===== src/rtl/kbd_pkg.sv =====
// Shared scan-code constants, event layout and pop-FSM state type for the
// keyboard event controller.
package kbd_pkg;

    localparam logic [7:0] SC_EXT   = 8'hE0;
    localparam logic [7:0] SC_BREAK = 8'hF0;
    localparam logic [7:0] SC_PAUSE = 8'hE1;

    localparam int unsigned SKIP_W = 3;
    localparam logic [SKIP_W-1:0] PAUSE_SKIP = 3'd7;

    localparam int EVT_W   = 16;
    localparam int EVT_BRK = 15;
    localparam int EVT_EXT = 14;

    typedef enum logic [1:0] {
        IDLE,
        POP,
        WAIT
    } pop_state_t;

    function automatic logic [EVT_W-1:0] make_event(input logic       brk,
                                                    input logic       ext,
                                                    input logic [7:0] code);
        return {brk, ext, 6'b0, code};
    endfunction

endpackage


===== src/rtl/kbd_evt_fifo.sv =====
// Show-ahead synchronous FIFO for key events; the head entry is always visible
// on rd_data (zero when empty).
module kbd_evt_fifo #(
    parameter int DEPTH = 8,
    parameter int WIDTH = 16
) (
    input  logic                     clk,
    input  logic                     clrn,
    input  logic                     push,
    input  logic [WIDTH-1:0]         push_data,
    input  logic                     pop,
    output logic [WIDTH-1:0]         rd_data,
    output logic                     full,
    output logic                     empty,
    output logic [$clog2(DEPTH):0]   count
);

    localparam int AW = $clog2(DEPTH);
    localparam int CW = AW + 1;

    logic [WIDTH-1:0] mem_q [DEPTH];
    logic [AW-1:0]    wr_ptr_q, wr_ptr_d;
    logic [AW-1:0]    rd_ptr_q, rd_ptr_d;
    logic [CW-1:0]    count_q,  count_d;
    logic             do_push, do_pop;

    assign empty = (count_q == '0);
    assign full  = (count_q == CW'(DEPTH));
    assign count = count_q;

    // A pop on an empty FIFO is ignored; a push into a full FIFO only lands
    // when the same cycle frees a slot.
    assign do_pop  = pop && !empty;
    assign do_push = push && (!full || do_pop);

    assign rd_data = empty ? '0 : mem_q[rd_ptr_q];

    always_comb begin
        wr_ptr_d = wr_ptr_q;
        rd_ptr_d = rd_ptr_q;
        count_d  = count_q;
        if (do_push) wr_ptr_d = wr_ptr_q + 1'b1;
        if (do_pop)  rd_ptr_d = rd_ptr_q + 1'b1;
        case ({do_push, do_pop})
            2'b10:   count_d = count_q + 1'b1;
            2'b01:   count_d = count_q - 1'b1;
            default: count_d = count_q;
        endcase
    end

    always_ff @(posedge clk or negedge clrn) begin
        if (!clrn) begin
            wr_ptr_q <= '0;
            rd_ptr_q <= '0;
            count_q  <= '0;
        end else begin
            wr_ptr_q <= wr_ptr_d;
            rd_ptr_q <= rd_ptr_d;
            count_q  <= count_d;
        end
    end

    always_ff @(posedge clk) begin
        if (do_push) mem_q[wr_ptr_q] <= push_data;
    end

endmodule


===== src/rtl/kbd_event_ctrl.sv =====
// Owns the ps2_keyboard pop handshake, parses scan-code bytes into key events,
// filters typematic repeats and queues events for the CPU side.
module kbd_event_ctrl
    import kbd_pkg::*;
#(
    parameter int DEPTH           = 8,
    parameter int SUPPRESS_REPEAT = 1
) (
    input  logic                   clk,
    input  logic                   clrn,
    input  logic                   en,
    input  logic                   ps_ready,
    input  logic [7:0]             ps_data,
    input  logic                   ps_overflow,
    output logic                   ps_nextdata_n,
    output logic                   evt_valid,
    output logic [15:0]            evt_data,
    input  logic                   evt_pop,
    output logic [$clog2(DEPTH):0] evt_count,
    output logic                   evt_lost,
    output logic                   hw_ovf,
    input  logic                   clr_status
);

    pop_state_t         state_q;
    logic               nextdata_n_q;
    logic               sample;

    logic [SKIP_W-1:0]  skip_q, skip_d;
    logic               ext_q, ext_d;
    logic               rel_q, rel_d;
    logic               evt_fire;
    logic [EVT_W-1:0]   evt_word;

    logic [8:0]         held_q, held_d;
    logic               held_vld_q, held_vld_d;
    logic [8:0]         key;
    logic               key_match;
    logic               push;

    logic               lost_q, lost_d;
    logic               ovf_q, ovf_d;

    logic               fifo_full;
    logic               fifo_empty;

    // ready is looked at only in IDLE, so a stale ready during POP/WAIT can
    // never cause a second pop of the same byte.
    assign sample = (state_q == IDLE) && en && ps_ready;

    always_ff @(posedge clk or negedge clrn) begin
        if (!clrn) begin
            state_q      <= IDLE;
            nextdata_n_q <= 1'b1;
        end else begin
            case (state_q)
                IDLE: begin
                    if (sample) begin
                        state_q      <= POP;
                        nextdata_n_q <= 1'b0;
                    end
                end
                POP: begin
                    state_q      <= WAIT;
                    nextdata_n_q <= 1'b1;
                end
                WAIT: begin
                    state_q      <= IDLE;
                    nextdata_n_q <= 1'b1;
                end
                default: begin
                    state_q      <= IDLE;
                    nextdata_n_q <= 1'b1;
                end
            endcase
        end
    end

    assign ps_nextdata_n = nextdata_n_q;

    // Byte parser: prefixes only touch flags; an overflow resyncs the parser
    // and swallows any byte sampled in the same cycle.
    always_comb begin
        skip_d   = skip_q;
        ext_d    = ext_q;
        rel_d    = rel_q;
        evt_fire = 1'b0;
        evt_word = '0;
        if (sample && !ps_overflow) begin
            if (skip_q != '0) begin
                skip_d = skip_q - 1'b1;
            end else if (ps_data == SC_PAUSE) begin
                skip_d = PAUSE_SKIP;
            end else if (ps_data == SC_EXT) begin
                ext_d = 1'b1;
            end else if (ps_data == SC_BREAK) begin
                rel_d = 1'b1;
            end else begin
                evt_fire = 1'b1;
                evt_word = make_event(rel_q, ext_q, ps_data);
                ext_d    = 1'b0;
                rel_d    = 1'b0;
            end
        end
        if (ps_overflow) begin
            skip_d = '0;
            ext_d  = 1'b0;
            rel_d  = 1'b0;
        end
    end

    assign key       = {evt_word[EVT_EXT], evt_word[7:0]};
    assign key_match = held_vld_q && (held_q == key);

    // Repeat filter: the held key is the last make let through; breaks always pass.
    always_comb begin
        held_d     = held_q;
        held_vld_d = held_vld_q;
        push       = evt_fire;
        if (evt_fire && (SUPPRESS_REPEAT != 0)) begin
            if (!evt_word[EVT_BRK]) begin
                if (key_match) begin
                    push = 1'b0;
                end else begin
                    held_d     = key;
                    held_vld_d = 1'b1;
                end
            end else if (key_match) begin
                held_vld_d = 1'b0;
            end
        end
    end

    // Sticky status: a set in the same cycle as clr_status wins. A full FIFO
    // is never empty, so evt_pop there always frees a slot.
    always_comb begin
        lost_d = lost_q && !clr_status;
        ovf_d  = ovf_q && !clr_status;
        if (push && fifo_full && !evt_pop) lost_d = 1'b1;
        if (ps_overflow)                   ovf_d  = 1'b1;
    end

    always_ff @(posedge clk or negedge clrn) begin
        if (!clrn) begin
            skip_q     <= '0;
            ext_q      <= 1'b0;
            rel_q      <= 1'b0;
            held_vld_q <= 1'b0;
            lost_q     <= 1'b0;
            ovf_q      <= 1'b0;
        end else begin
            skip_q     <= skip_d;
            ext_q      <= ext_d;
            rel_q      <= rel_d;
            held_vld_q <= held_vld_d;
            lost_q     <= lost_d;
            ovf_q      <= ovf_d;
        end
    end

    always_ff @(posedge clk) begin
        held_q <= held_d;
    end

    assign evt_lost = lost_q;
    assign hw_ovf   = ovf_q;

    kbd_evt_fifo #(
        .DEPTH (DEPTH),
        .WIDTH (EVT_W)
    ) u_fifo (
        .clk       (clk),
        .clrn      (clrn),
        .push      (push),
        .push_data (evt_word),
        .pop       (evt_pop),
        .rd_data   (evt_data),
        .full      (fifo_full),
        .empty     (fifo_empty),
        .count     (evt_count)
    );

    assign evt_valid = !fifo_empty;

endmodule


===== config.mk =====
export PLATFORM = sky130hd
export DESIGN_NAME = kbd_event_ctrl
export DESIGN_NICKNAME = d
export VERILOG_FILES = /design/src/rtl/kbd_pkg.sv /design/src/rtl/kbd_evt_fifo.sv /design/src/rtl/kbd_event_ctrl.sv
export SDC_FILE = /design/constraint.sdc
export NUM_CORES = 1
export LEC_CHECK = 0
export BUFFER_PORTS_ARGS = -buffer_cell sky130_fd_sc_hd__buf_2
export CAP_MARGIN = 20
export CORE_MARGIN = 2
export CORE_UTILIZATION = 52
export DETAILED_ROUTE_END_ITERATION = 10
export PLACE_DENSITY_LB_ADDON = 0.3
export SYNTH_ARGS = -nofsm -noshare
export SYNTH_HDL_FRONTEND = slang
export SYNTH_SLANG_ARGS = --single-unit

===== constraint.sdc =====
create_clock -name clk -period 4.8 [get_ports clk]
set_input_delay 0.96 -clock clk [delete_from_list [all_inputs] [get_ports clk]]
set_output_delay 0.96 -clock clk [all_outputs]
set_load 0.02 [all_outputs]

# Word-level counts from Yosys, hierarchy flattened
# Memories as Yosys holds them, arrays and structs flattened.
# Cells that the tools add are included.
[totals]
reg_bits = 30
memories = 1
elab_cells = 104
ram_bits = 128
output_inout_bits = 24
input_bits = 15
[mem_list]
columns = ["name", "depth", "word_bits", "read_ports", "rd_ports_with_merged_regs", "wr", "line_no", "text"]
rows = [
  ["u_fifo.mem_q", 8, 16, 1, 0, 1, "kbd_evt_fifo.sv:21", "logic [WIDTH-1:0] mem_q [DEPTH];"],
]
[op_classes]
reduce_logical = 27
bitwise = 2
mux = 42
n_eq_ne = 15
add_sub_neg = 5
[ops]
columns = ["operator", "n"]
rows = [
  ["$mux 16", 6],
  ["$mux 1", 29],
  ["$eq 8x8->1 const B", 3],
  ["$mux 3", 4],
  ["$logic_and 1x1->1", 10],
  ["$ne 2x2->1 const B", 5],
  ["$eq 9x9->1", 1],
  ["$pmux 4 s2", 1],
  ["$reduce_and 4->1", 2],
  ["$add 3x1->3 const B", 2],
  ["$reduce_and 3->1", 2],
  ["$reduce_bool 3->1", 2],
  ["$logic_not 1->1", 5],
  ["$add 4x1->4 const B", 1],
  ["$eq 2x1->1 const B", 2],
  ["$eq 4x4->1 const B", 1],
  ["$logic_not 4->1", 1],
  ["$pmux 2 s2", 1],
  ["$reduce_bool 2->1", 2],
  ["$sub 4x1->4 const B", 1],
  ["$ne 3x3->1 const B", 1],
  ["$sub 3x1->3 const B", 1],
  ["$eq 2x2->1 const B", 1],
  ["$logic_not 2->1", 1],
  ["5 further kinds", 6],
]

# Depth between registers and ports, before layout
[depth]
ltp_word = 14
depth_mapped = 19
ltp_nobuf = 17

# Cells and area by module
# From an unflattened synthesis, not the netlist that was laid out.
[unflattened]
cells_unflattened = 382
hier_area_um2 = 6734.0
[modules_own_cells]
columns = ["mod", "cells_each", "n_inst", "seq_area_each_um2", "area_per_inst_um2"]
rows = [
  ["kbd_evt_fifo", 268, 1, 4093.9, 5504.0],
  ["kbd_event_ctrl", 114, 1, 546.8, 1229.9],
]

# Least setup slack after synthesis
# No wires, ideal clock.
[synth_path]
path_kind = "input to register"
from = "input ps_overflow"
to = "memory u_fifo.mem_q[0][0] (enable)"
setup_ps = 404
stages = 10
t_arrival_ps = 3988
slack_ps = 408
required_time_ps = 4396
n_path_buf = 2
path_cell_list = "or3b_4 -> nor2_1 -> clkbuf_1 -> a31oi_1 -> o21ai_0 -> nor4bb_1 -> ha_1 -> or4_1 -> buf_2 -> nor4_1"
[synth_between]
elab_chain_len = 11
word_cells_on_any_way = 12
cone_classes = "1 x eq/ne; 7 x mux; 4 x reduce/logical"
[synth_lines]
columns = ["element", "line_no", "text"]
rows = [
  ["from (decl)", "kbd_event_ctrl.sv:14", "input logic ps_overflow,"],
  ["$logic_not 1->1 *", "kbd_event_ctrl.sv:89", "if (sample && !ps_overflow) begin"],
  ["$logic_and 1x1->1 *", "kbd_event_ctrl.sv:89", ""],
  ["$mux 16", "kbd_event_ctrl.sv:89", ""],
  ["$eq 9x9->1", "kbd_event_ctrl.sv:113", "assign key_match = held_vld_q && (held_q == key);"],
  ["$logic_and 1x1->1", "kbd_event_ctrl.sv:113", ""],
  ["$mux 1", "kbd_event_ctrl.sv:122", "if (key_match) begin"],
  ["$mux 1", "kbd_event_ctrl.sv:121", "if (!evt_word[EVT_BRK]) begin"],
  ["$mux 1 *", "kbd_event_ctrl.sv:120", "if (evt_fire && (SUPPRESS_REPEAT != 0)) begin"],
  ["$logic_and 1x1->1 *", "kbd_evt_fifo.sv:34", "assign do_push = push && (!full || do_pop);"],
  ["$mux 1 *", "kbd_evt_fifo.sv:64", "if (do_push) mem_q[wr_ptr_q] <= push_data;"],
  ["$mux 1 (not written as such) *", "kbd_evt_fifo.sv:64", ""],
  ["to (decl)", "kbd_evt_fifo.sv:21", ""],
]
# Every way passes the cells marked *; elsewhere a longest branch is shown, timed or not.

# Worst setup path after layout
[layout_path]
from = "input ps_overflow"
to = "register u_fifo.count_q[3], in the netlist u_fifo.count[3]"
[layout_between]
elab_chain_len = 11
word_cells_on_any_way = 14
cone_classes = "3 x eq/ne; 6 x mux; 5 x reduce/logical"
[layout_lines]
columns = ["element", "line_no", "text"]
rows = [
  ["$logic_not 1->1 *", "kbd_event_ctrl.sv:89", ""],
  ["$logic_and 1x1->1 *", "kbd_event_ctrl.sv:89", ""],
  ["$mux 16 *", "kbd_event_ctrl.sv:89", ""],
  ["named net evt_word[3]", "kbd_event_ctrl.sv:33", "logic [EVT_W-1:0] evt_word;"],
  ["$eq 9x9->1 *", "kbd_event_ctrl.sv:113", ""],
  ["$logic_and 1x1->1 *", "kbd_event_ctrl.sv:113", ""],
  ["$mux 1 *", "kbd_event_ctrl.sv:122", ""],
  ["$mux 1 *", "kbd_event_ctrl.sv:121", ""],
  ["$mux 1 *", "kbd_event_ctrl.sv:120", ""],
  ["$logic_and 1x1->1 *", "kbd_evt_fifo.sv:34", ""],
  ["$eq 2x1->1 / $eq 2x2->1 (equally long branches)", "kbd_evt_fifo.sv:44", "case ({do_push, do_pop})"],
  ["$pmux 4 s2 / $reduce_bool 2->1 (equally long branches)", "-", ""],
  ["to (signal assigned)", "kbd_evt_fifo.sv:59", "count_q <= count_d;"],
  ["to (decl)", "kbd_evt_fifo.sv:24", "logic [CW-1:0] count_q, count_d;"],
]
# Mark *: on every way through the listed nets, which the timed path passes. The rest lies on a longest branch.
# A chain may end at the register's enable or synchronous reset.

==> results.py <==
metrics = {
    "run_status": {
        "status": "finished clean",
    },
    "yosys": {
        "synth_compound_area_share_pct": 4.565,
        "synthMostInstantiatedCell": "edfxtp_1",
        "yosys-top-cells-area": "edfxtp_1 54%, dfrtp_1 10%, mux4_2 9.1%",
        "syn-mean-instance-area_um2": 15.27,
        "synth_edf_count": 89,
        "yosys.area_share.simple_pct": 10.14,
        "synth.top_cell.area_share_pct": 54.17,
        "synthAdderAreaFrac_pct": 2.435,
        "synth_largest_area_cell": "edfxtp_1",
        "synthTopCellsByCount": "89 x edfxtp_1, 28 x nor2_1, 20 x dfrtp_1, 20 x mux4_2, 16 x mux2i_1",
        "yosys_warnings": 0,
        "ys_ff_latch": 110,
        "ys_seq_area_share_pct": 64.85,
        "synth_top_family_by_area": "multiplexers",
        "synthCells": 323,
        "synthesis.area_um2": 4933,
        "async_flop_share_pct": 19.09,
        "synthFlopType": "edfxtp_1",
        "synthMuxAreaShare_pct": 12.83,
        "synthXorXnorAreaFrac_pct": 2.130,
        "synth.distinct_cells": 55,
    },
    "sta": {
        "worst_pin_slew_ns": 1.103,
        "fmax_mhz": 242.3,
        "hold_violations": 0,
        "slew_headroom_pct": 25.93,
        "setup_slack_ns": 0.6736,
        "rsz0062_at_grt": "false",
        "finalCriticalPeriod_ns": 4.126,
        "hold-worst-slack_ns": 0.4529,
        "setup_viol": 0,
        "fin_setup_tns_ns": 0,
        "maxSlewViolCount": 0,
        "period_share_pct": 85.97,
        "worst_clock_skew_ns": 0.008062,
    },
    "place": {
        "dp_cells": 483,
        "dp_slack_ns": 0.3187,
        "dpl.hpwl_um": 6010,
        "gp_congestion": 0.8227,
        "placed_cell_area_um2": 5280,
        "port-buffer-count": 32,
    },
    "cells_and_area": {
        "fillerInstances": 696,
        "fin_nets": 389,
        "multi_input_area_um2": 1613,
        "seq_area_um2": 3199,
        "synthToLayoutAreaGrowth_pct": 10.63,
        "final_area_um2": 5458,
        "drive_gt1_share_pct": 24.66,
        "post-route-util_pct": 59.07,
        "n_antenna_cell": 0,
        "finalNonFillerCells": 498,
    },
    "pwr": {
        "vdd_drop_max_uv": 175.7,
        "finalPower_mw": 2.510,
        "cellPowerDensity_nw_per_um2": 460.0,
        "cellLeakagePower_nw": 2.051,
    },
    "detailed_routing": {
        "drtPass1Iterations": 4,
        "wl_met2_um": 4400,
        "antenna_left": 0,
        "met1Wirelength_um": 3902,
        "drc": 0,
        "met3WireLength_um": 397,
        "first_iter_violations": 116,
        "wire_per_inst_um": 17.61,
        "top_layer": "met4",
        "vias_per_cell": 5.486,
        "routed_wl_um": 8771,
        "num_vias": 2732,
    },
    "critical_path": {
        "cp_max_fo": 14,
        "start_kind": "input port",
        "crit_arrival_ns": 4.36,
        "path_class": "in -> reg",
        "worst_setup_path_end_kind": "flip-flop",
        "required_ns": 5.03,
    },
    "clocking": {
        "ctsHoldBuffers": 0,
        "cts_max_path_buffers": 2,
        "cts_resized": 0,
        "clock_latency_ns": 0.36,
        "tritoncts": "done",
        "cts_root_buf": "clkbuf_8",
        "clkSlewWorstSetupHoldPaths_ns": 0.10,
        "numCtsBuffers": 9,
        "post-cts-setup-buffers": 0,
        "cts.sinks": 110,
        "cts-htree-levels": 3,
    },
    "die": {
        "ios": 39,
        "die_h_um": 101.4,
        "dieWidth_um": 101.4,
        "core_area_um2": 9240,
        "start_util_pct": 53.39,
        "row_count": 35,
        "die-area_um2": 10280,
    },
    "grt": {
        "grt.overflow.total": 0,
        "track_usage_pct": 18.42,
        "grt_max_degree": 23,
        "grt_pass1_vias": 2705,
        "grt_first_pass_wirelength_um": 14070,
        "antenna_found_initial": 0,
    },
    "flow_run": {
        "drv_cap": 0,
    },
    "hold_path": {
        "worst_hold_path_type": "reg -> reg",
    },
}
[worst max-delay path: stages]
cell      delay [ns]
buf_2           0.14
or3b_4          0.38
nor2_1          0.10
buf_4           0.19
and2_1          0.32
xnor2_1         0.13
nor4bb_1        0.14
ha_1            0.22
or3_1           0.39
nand2_1         0.11
inv_1           0.06
ha_1            0.27
a21o_1          0.18
a21oi_1         0.29
o311ai_0        0.20
o311ai_1        0.13
o211ai_1        0.13
[layout make-up]
| type | count | share of cell area, % |
|---|---|---|
| flip-flops and latches | 110 | 58.62 |
| repair buffers | 45 | 4.723 |
| multi-input cells | 186 | 29.55 |
| inverters | 13 | 0.8941 |
| clock buffers | 9 | 2.270 |
| well taps | 129 | 2.957 |
| clock inverters | 6 | 0.9858 |
[where the power goes]
group          leakage [nW]  switching, mW  internal, mW  total (mW)
Sequential             1.12          0.123          1.09        1.21
Clock                0.0886          0.311         0.196       0.507
Combinational         0.845          0.413         0.377       0.790
Total                  2.05          0.846          1.66        2.51
[flip-flops by register name, summed over array words and instances, names as in the netlist]
signal	count
u_fifo.mem_q	80
held_q	9
u_fifo.count	4
skip_q	3
u_fifo.rd_ptr_q	3
u_fifo.wr_ptr_q	3
state_q	2
evt_lost	1
ext_q	1
held_vld_q	1
hw_ovf	1
ps_nextdata_n	1
rel_q	1
[cell families (layout without fill, tap and decap cells)]
group | Yosys count | after routing
compound gates | 31 | 31
other cells | 1 | 6
xor+xnor | 12 | 12
mux | 38 | 38
fa+ha+maj | 9 | 9
flops | 110 | 110
simple gates | 90 | 90
buf+inv | 32 | 73
[layout by cell type (no fill, tap or decap), drive strengths merged, types with 2 or more instances in the layout]
| master | n |
|---|---|
| edfxtp | 89 |
| buf | 45 |
| nor2 | 28 |
| mux4 | 20 |
| dfrtp | 20 |
| inv | 17 |
| mux2i | 16 |
| nand2 | 12 |
| xnor2 | 12 |
| nor3 | 11 |
| clkbuf | 9 |
| ha | 8 |
| and3 | 6 |
| conb | 6 |
| or2 | 6 |
| and2 | 5 |
| nor4bb | 4 |
| a31oi | 4 |
| a311oi | 4 |
| o21ai | 4 |
| or3 | 3 |
| nand4bb | 3 |
| nand2b | 3 |
| a21oi | 3 |
| o22a | 2 |
| or4 | 2 |
| a21o | 2 |
| mux2 | 2 |
| o31ai | 2 |
| o311ai | 2 |
[routing by layer]
metal  vias up  track usage [%]
li1       1307                -
met1      1363            24.73
met2        55            30.87
met3         7            2.968
met4         0            6.341
met5         -                0
[path summary, 6_finish.rpt]
kind	cells past startpoint	end	slack, ns	start
max reg2reg	18	u_fifo.count[3]	0.72	skip_q[0]
min reg2reg	1	state_q[1]	0.45	state_q[1]
min in group asynchronous	1	ext_q	0.54	clrn
min	1	state_q[1]	0.45	state_q[1]
max in group asynchronous	1	ps_nextdata_n	3.90	clrn
max	17	u_fifo.count[3]	0.67	ps_overflow
Note: power is estimated with default switching activity, not from simulation.
